[src/rtl/bram_capture_if.sv]
// Bus bundle for bram_capture: capture-side input, software read path and status outputs.
interface bram_capture_if #(
  parameter int DATA_WIDTH    = 64,
  parameter int RAM_ADDR_NBIT = 5
);
  logic                     i_enable;
  logic                     i_valid;
  logic [DATA_WIDTH-1:0]    i_data;
  logic                     i_read_enable;
  logic [RAM_ADDR_NBIT-1:0] i_read_address;
  logic [DATA_WIDTH-1:0]    o_read_data;
  logic                     o_read_valid;
  logic [RAM_ADDR_NBIT:0]   o_write_count;
  logic                     o_capturing;
  logic                     o_full;

  modport master (
    output i_enable, i_valid, i_data, i_read_enable, i_read_address,
    input  o_read_data, o_read_valid, o_write_count, o_capturing, o_full
  );

  modport slave (
    input  i_enable, i_valid, i_data, i_read_enable, i_read_address,
    output o_read_data, o_read_valid, o_write_count, o_capturing, o_full
  );
endinterface

[src/rtl/bram_capture.sv]
// Capture buffer: fills a simple dual-port RAM with valid words after enable rises.
// Define BRAM_TRIGGER_EN to require i_data[7:0]==TRIG_PATTERN before capture starts.
module bram_capture #(
  parameter int          DATA_WIDTH    = 64,
  parameter int          RAM_ADDR_NBIT = 5,
  parameter logic [7:0]  TRIG_PATTERN  = 8'h1E
) (
  input logic            i_clock,
  input logic            i_reset,
  bram_capture_if.slave  bus
);

  localparam int DEPTH = 2 ** RAM_ADDR_NBIT;
  localparam logic [RAM_ADDR_NBIT:0] LAST_COUNT = (RAM_ADDR_NBIT + 1)'(DEPTH - 1);

`ifdef BRAM_TRIGGER_EN
  localparam bit TRIG_EN = 1'b1;
`else
  localparam bit TRIG_EN = 1'b0;
`endif

  typedef enum logic [1:0] {IDLE, ARMED, CAPTURE, FULL} state_e;

  state_e                   state_q, state_d;
  logic                     en_prev_q;
  logic [RAM_ADDR_NBIT:0]   count_q, count_d;
  logic                     wr_en;
  logic [RAM_ADDR_NBIT-1:0] wr_addr;
  logic                     en_rise;
  logic                     trig_hit;

  logic [DATA_WIDTH-1:0]    mem_q [DEPTH];
  logic [DATA_WIDTH-1:0]    rd_data_q;
  logic                     rd_vld_q;

  assign en_rise  = bus.i_enable && !en_prev_q;
  assign trig_hit = bus.i_valid && (!TRIG_EN || (bus.i_data[7:0] == TRIG_PATTERN));
  // The count doubles as the write pointer; it never wraps because FULL stops writes.
  assign wr_addr  = count_q[RAM_ADDR_NBIT-1:0];

  always_ff @(posedge i_clock) begin
    if (i_reset) begin
      state_q   <= IDLE;
      en_prev_q <= 1'b0;
      count_q   <= '0;
    end else begin
      state_q   <= state_d;
      en_prev_q <= bus.i_enable;
      count_q   <= count_d;
    end
  end

  always_comb begin
    state_d = state_q;
    case (state_q)
      IDLE:    if (en_rise) state_d = ARMED;
      ARMED, CAPTURE: begin
        if (!bus.i_enable)  state_d = IDLE;
        else if (wr_en)     state_d = (count_q == LAST_COUNT) ? FULL : CAPTURE;
      end
      FULL:    if (!bus.i_enable) state_d = IDLE;
      default: state_d = IDLE;
    endcase
  end

  always_comb begin
    wr_en   = 1'b0;
    count_d = count_q;
    case (state_q)
      IDLE:    if (en_rise) count_d = '0;
      ARMED:   wr_en = bus.i_enable && trig_hit && !i_reset;
      CAPTURE: wr_en = bus.i_enable && bus.i_valid && !i_reset;
      default: wr_en = 1'b0;
    endcase
    if (wr_en) count_d = count_q + 1'b1;
  end

  // RAM write port, no reset so it maps onto block RAM.
  always_ff @(posedge i_clock) begin
    if (wr_en) mem_q[wr_addr] <= bus.i_data;
  end

  // Registered read port; read-first against a same-cycle write by construction.
  always_ff @(posedge i_clock) begin
    if (i_reset) begin
      rd_data_q <= '0;
      rd_vld_q  <= 1'b0;
    end else begin
      rd_vld_q <= bus.i_read_enable;
      if (bus.i_read_enable) rd_data_q <= mem_q[bus.i_read_address];
    end
  end

  assign bus.o_read_data   = rd_data_q;
  assign bus.o_read_valid  = rd_vld_q;
  assign bus.o_write_count = count_q;
  assign bus.o_capturing   = (state_q == CAPTURE);
  assign bus.o_full        = (state_q == FULL);

endmodule
[src/flat_wrapper.sv]
// flat-port wrapper written by rule: the top's interface ports become plain ports
module bram_capture_flat 
#(
  parameter int          DATA_WIDTH    = 64,
  parameter int          RAM_ADDR_NBIT = 5,
  parameter logic [7:0]  TRIG_PATTERN  = 8'h1E
)
  (i_clock, i_reset, bus_i_enable, bus_i_valid, bus_i_data, bus_i_read_enable, bus_i_read_address, bus_o_read_data, bus_o_read_valid, bus_o_write_count, bus_o_capturing, bus_o_full);
  bram_capture_if #(.DATA_WIDTH(DATA_WIDTH), .RAM_ADDR_NBIT(RAM_ADDR_NBIT)) bus_i ();
  input logic i_clock;
  input logic i_reset;
  input wire logic [$bits(bus_i.i_enable)-1:0] bus_i_enable;
  input wire logic [$bits(bus_i.i_valid)-1:0] bus_i_valid;
  input wire logic [$bits(bus_i.i_data)-1:0] bus_i_data;
  input wire logic [$bits(bus_i.i_read_enable)-1:0] bus_i_read_enable;
  input wire logic [$bits(bus_i.i_read_address)-1:0] bus_i_read_address;
  output wire logic [$bits(bus_i.o_read_data)-1:0] bus_o_read_data;
  output wire logic [$bits(bus_i.o_read_valid)-1:0] bus_o_read_valid;
  output wire logic [$bits(bus_i.o_write_count)-1:0] bus_o_write_count;
  output wire logic [$bits(bus_i.o_capturing)-1:0] bus_o_capturing;
  output wire logic [$bits(bus_i.o_full)-1:0] bus_o_full;
  assign bus_i.i_enable = bus_i_enable;
  assign bus_i.i_valid = bus_i_valid;
  assign bus_i.i_data = bus_i_data;
  assign bus_i.i_read_enable = bus_i_read_enable;
  assign bus_i.i_read_address = bus_i_read_address;
  assign bus_o_read_data = bus_i.o_read_data;
  assign bus_o_read_valid = bus_i.o_read_valid;
  assign bus_o_write_count = bus_i.o_write_count;
  assign bus_o_capturing = bus_i.o_capturing;
  assign bus_o_full = bus_i.o_full;
  bram_capture #(.DATA_WIDTH(DATA_WIDTH), .RAM_ADDR_NBIT(RAM_ADDR_NBIT), .TRIG_PATTERN(TRIG_PATTERN)) u_core (.i_clock(i_clock), .i_reset(i_reset), .bus(bus_i));
endmodule
[config.mk]
export PLATFORM = sky130hd
export DESIGN_NAME = bram_capture_flat
export DESIGN_NICKNAME = d
export VERILOG_FILES = /design/src/rtl/bram_capture_if.sv /design/src/rtl/bram_capture.sv /design/src/flat_wrapper.sv
export SDC_FILE = /design/constraint.sdc
export NUM_CORES = 2
export LEC_CHECK = 0
export CAP_MARGIN = 10
export CORE_MARGIN = 1.5
export CORE_UTILIZATION = 60
export CTS_CLUSTER_DIAMETER = 150
export DETAILED_ROUTE_END_ITERATION = 16
export PLACE_DENSITY = 0.78
export SLEW_MARGIN = 20
export SYNTH_ARGS = -nofsm -noshare
export SYNTH_HDL_FRONTEND = slang
export SYNTH_SLANG_ARGS = --single-unit
[constraint.sdc]
create_clock -name i_clock -period 5.8 [get_ports i_clock]
set_clock_uncertainty 0.2 [all_clocks]
set_input_delay 0.87 -clock i_clock [delete_from_list [all_inputs] [get_ports i_clock]]
set_output_delay 0.87 -clock i_clock [all_outputs]
set_load 0.005 [all_outputs]
==> run_results.csv <==
group,metric,value,unit
synth,syn_inst,4221,
final_layout,multiInputGateArea,0.01746,mm²
clocking,post_cts_buffers,0,
floorplan,coreArea,0.1355,mm²
clocking,ctsHoldBuffers,0,
clocking,clock_latency,0.83,ns
sta,setup_viol,0,
clocking,htreeDepth,4,
synth,ys_types,42,
worst_setup_path,crit_type,"primary input to flip-flop",
min_path,min_path_type,"flip-flop to flip-flop",
worst_setup_path,r2r_end,"u_core.mem_q[2][20]$_DFFE_PP_",
final_layout,final_nets,4499,
worst_setup_path,arrival,4.08,ns
pwr,ir_drop,0.3620,mV
sta,hold_viol,0,
floorplan,ios,147,
min_path,min_to,"u_core.bus.o_write_count[5]$_SDFFE_PP0P_",
final_layout,ff_latch_area,0.06298,mm²
clocking,cts_resized,0,
worst_setup_path,endpoint_kind,"flip-flop",
synth,synth-async-reset-ratio,0,
route,wl,187300,µm
sta,fin_crit_sh,0.6636,
placement,port-buffer-count,146,
synth,syn-mean-instance-area,19.38,µm²
grt,grt_pass1_wl,273200,µm
final_layout,fin_cells,6372,
worst_setup_path,reg2reg_slack,2.20,ns
floorplan,die_h,372.3,µm
clocking,cts.sinks,2122,
final_layout,drive_above_1_share,0.1447,
route,firstDrtPassIters,6,
sta,rsz0062_at_grt,"no",
grt,grt_max_degree,142,
placement,gp_congestion,0.7907,
final_layout,final_common_cell,"edfxtp_1",
worst_setup_path,rr_startpoint,"u_core.state_q[1]$_SDFFE_PP0P_",
placement,place_hpwl,103700,µm
clocking,cts_made_buffers,197,
status,status,"finished clean",
final_layout,mostFrequentLayoutCells,"edfxtp_1, mux2i_1, o22ai_1",
clocking,clk_pin_slew,0.06,ns
synth,yosysSeqAreaShare,0.7698,
route,vias,41930,
sta,slew_headroom,0.2292,
route,drt_iter0_markers,4467,
route,wl_per_cell,29.40,µm
worst_setup_path,critPathMaxFanout,23,
worst_setup_path,rr_worst_depth,6,
sta,tightest_slew,1.153,ns
sta,maxSlewViolCount,0,
placement,pre_cts_slack,1.221,ns
min_path,hold_start,"u_core.bus.o_write_count[5]$_SDFFE_PP0P_",
worst_setup_path,cp-start-kind,"primary input",
grt,grt_overflow_total,0,
floorplan,initial_core_util,0.6039,
min_path,whs_path_depth,1,
grt,grt_pass1_vias,41950,
route,drc_errors,0,
sta,finalSetupTns,0,ns
pwr,powerDensity,341.3,mW/mm²
synth,syn-num-nets,4302,
synth,synth-edff-count,2048,
pwr,p_total,31.28,mW
synth,ys_warn_count,0,
synth,ys_ff_latch,2122,
floorplan,num_rows,135,
grt,grt_usage,0.2711,
synth,synth_ff_type,"edfxtp_1",
pwr,p_leak,30.59,nW
clocking,cts_tree,"yes",
floorplan,design.die.area,0.1386,mm²
final_layout,syn_to_final_growth,12.03,%
clocking,clock_path_buffers,3,
grt,antenna_found_initial,6,
clocking,root_buffer,"clkbuf_16",
worst_setup_path,worstPathRequired,6.04,ns
floorplan,die-width,372.3,µm
synth,netlist_area,0.08181,mm²
route,viasPerCell,6.581,
placement,dpl.cell_count,6000,
sta,fin_crit,3.849,ns
final_layout,num-fill-cells,8326,
sta,layout_setup_ws,1.951,ns
job,cap_violations,0,
sta,fmax,259.8,MHz
route,ant_nets,0,
Yosys cell counts, types with 2 or more instances:
| library cell | count | share of area |
|---|---|---|
| nand2b_1 | 6 | 0.00046 |
| nor2b_1 | 6 | 0.00046 |
| clkbuf_4 | 9 | 0.00083 |
| or2_2 | 2 | 0.00015 |
| nand2_1 | 11 | 0.00050 |
| buf_4 | 49 | 0.0045 |
| nor3_1 | 129 | 0.0079 |
| ha_1 | 7 | 0.0011 |
| o21ai_0 | 5 | 0.00031 |
| a22oi_2 | 60 | 0.0092 |
| edfxtp_1 | 2048 | 0.75 |
| inv_1 | 5 | 0.00023 |
| a2111o_1 | 64 | 0.0088 |
| a211oi_1 | 2 | 0.00018 |
| o41ai_1 | 64 | 0.0069 |
| buf_6 | 52 | 0.0072 |
| a22oi_1 | 70 | 0.0064 |
| mux4_2 | 128 | 0.035 |
| clkbuf_1 | 91 | 0.0042 |
| dfxtp_1 | 74 | 0.018 |
| nand3_1 | 3 | 0.00018 |
| nor2_1 | 103 | 0.0047 |
| buf_2 | 47 | 0.0029 |
| nand3b_1 | 4 | 0.00037 |
| a31oi_1 | 2 | 0.00015 |
| buf_1 | 11 | 0.00050 |
| mux2i_1 | 832 | 0.10 |
| o22ai_1 | 257 | 0.020 |
| buf_8 | 2 | 0.00037 |
| a21oi_1 | 66 | 0.0040 |
final cells by class:
cell class / count / area share
inverter: 5 / 0.0002048
multi-input combinational: 1833 / 0.1905
sequential: 2122 / 0.6871
antenna: 2 / 0.00005460
tap: 1781 / 0.02431
clock buffer: 260 / 0.05850
timing repair buffer: 259 / 0.02752
clock inverter: 110 / 0.01177
stage by stage:
stage | hold slack [ns] | util | cell area (µm²)
finish | 0.3421 | 0.6766 | 91660
CTS | 0.3387 | 0.6775 | 91790
global placement | 0.3327 | 0.6298 | 85320
detailed placement | 0.3112 | 0.6300 | 85350
global route | 0.3479 | 0.6765 | 91650
floorplan | 0.2913 | - | 81810
metal layers:
layer	track usage	up-vias	part of all wire
met5	0	-	0.00027
met4	0.1019	8	0.036
met3	0.04854	374	0.078
met2	0.4444	2064	0.50
met1	0.3663	21670	0.39
li1	-	17820	-
logic make-up after synthesis:
logic type      count (synthesis)  share of synthesized area
flops                        2122                     0.7698
fa+ha+maj                       7                   0.001070
mux                           960                     0.1370
simple gates                  270                    0.01526
buf+inv                       266                    0.02063
compound gates                596                    0.05620
report_power, final:
group	leakage, nW	total, mW	switching [mW]	internal [mW]
Clock	3.14	12.8	5.53	7.24
Sequential	19.0	16.9	0.0704	16.9
Combinational	8.44	1.57	0.992	0.579
worst max path at each step:
stage | start | endpoint | slack, ns | depth (start not counted)
3_5_place_dp | i_reset | u_core.mem_q[2][21]$_DFFE_PP_ | 1.22 | 6
6_report | i_reset | u_core.mem_q[2][20]$_DFFE_PP_ | 1.95 | 6
2_1_floorplan | bus_i_enable | u_core.mem_q[30][0]$_DFFE_PP_ | 0.72 | 5
3_3_place_gp | i_reset | u_core.mem_q[2][21]$_DFFE_PP_ | 1.24 | 6
4_1_cts | i_reset | u_core.mem_q[2][18]$_DFFE_PP_ | 2.04 | 6
5_1_grt | i_reset | u_core.mem_q[2][18]$_DFFE_PP_ | 1.82 | 6
registers in the layout (all words and copies together) (netlist names):
| signal | flops |
|---|---|
| u_core.bus.o_read_valid | 1 |
| u_core.bus.o_read_data | 64 |
| u_core.en_prev_q | 1 |
| u_core.bus.o_write_count | 6 |
| u_core.state_q | 2 |
| u_core.mem_q | 2048 |
worst max-delay path: stages:
cell and delay [ns]:
clkdlybuf4s50_1 0.66, nor2b_1 0.32, and3_1 0.38, nand2_1 0.51, nor2_4 0.79, buf_4 0.49
Power figures use the tool's default switching activity.
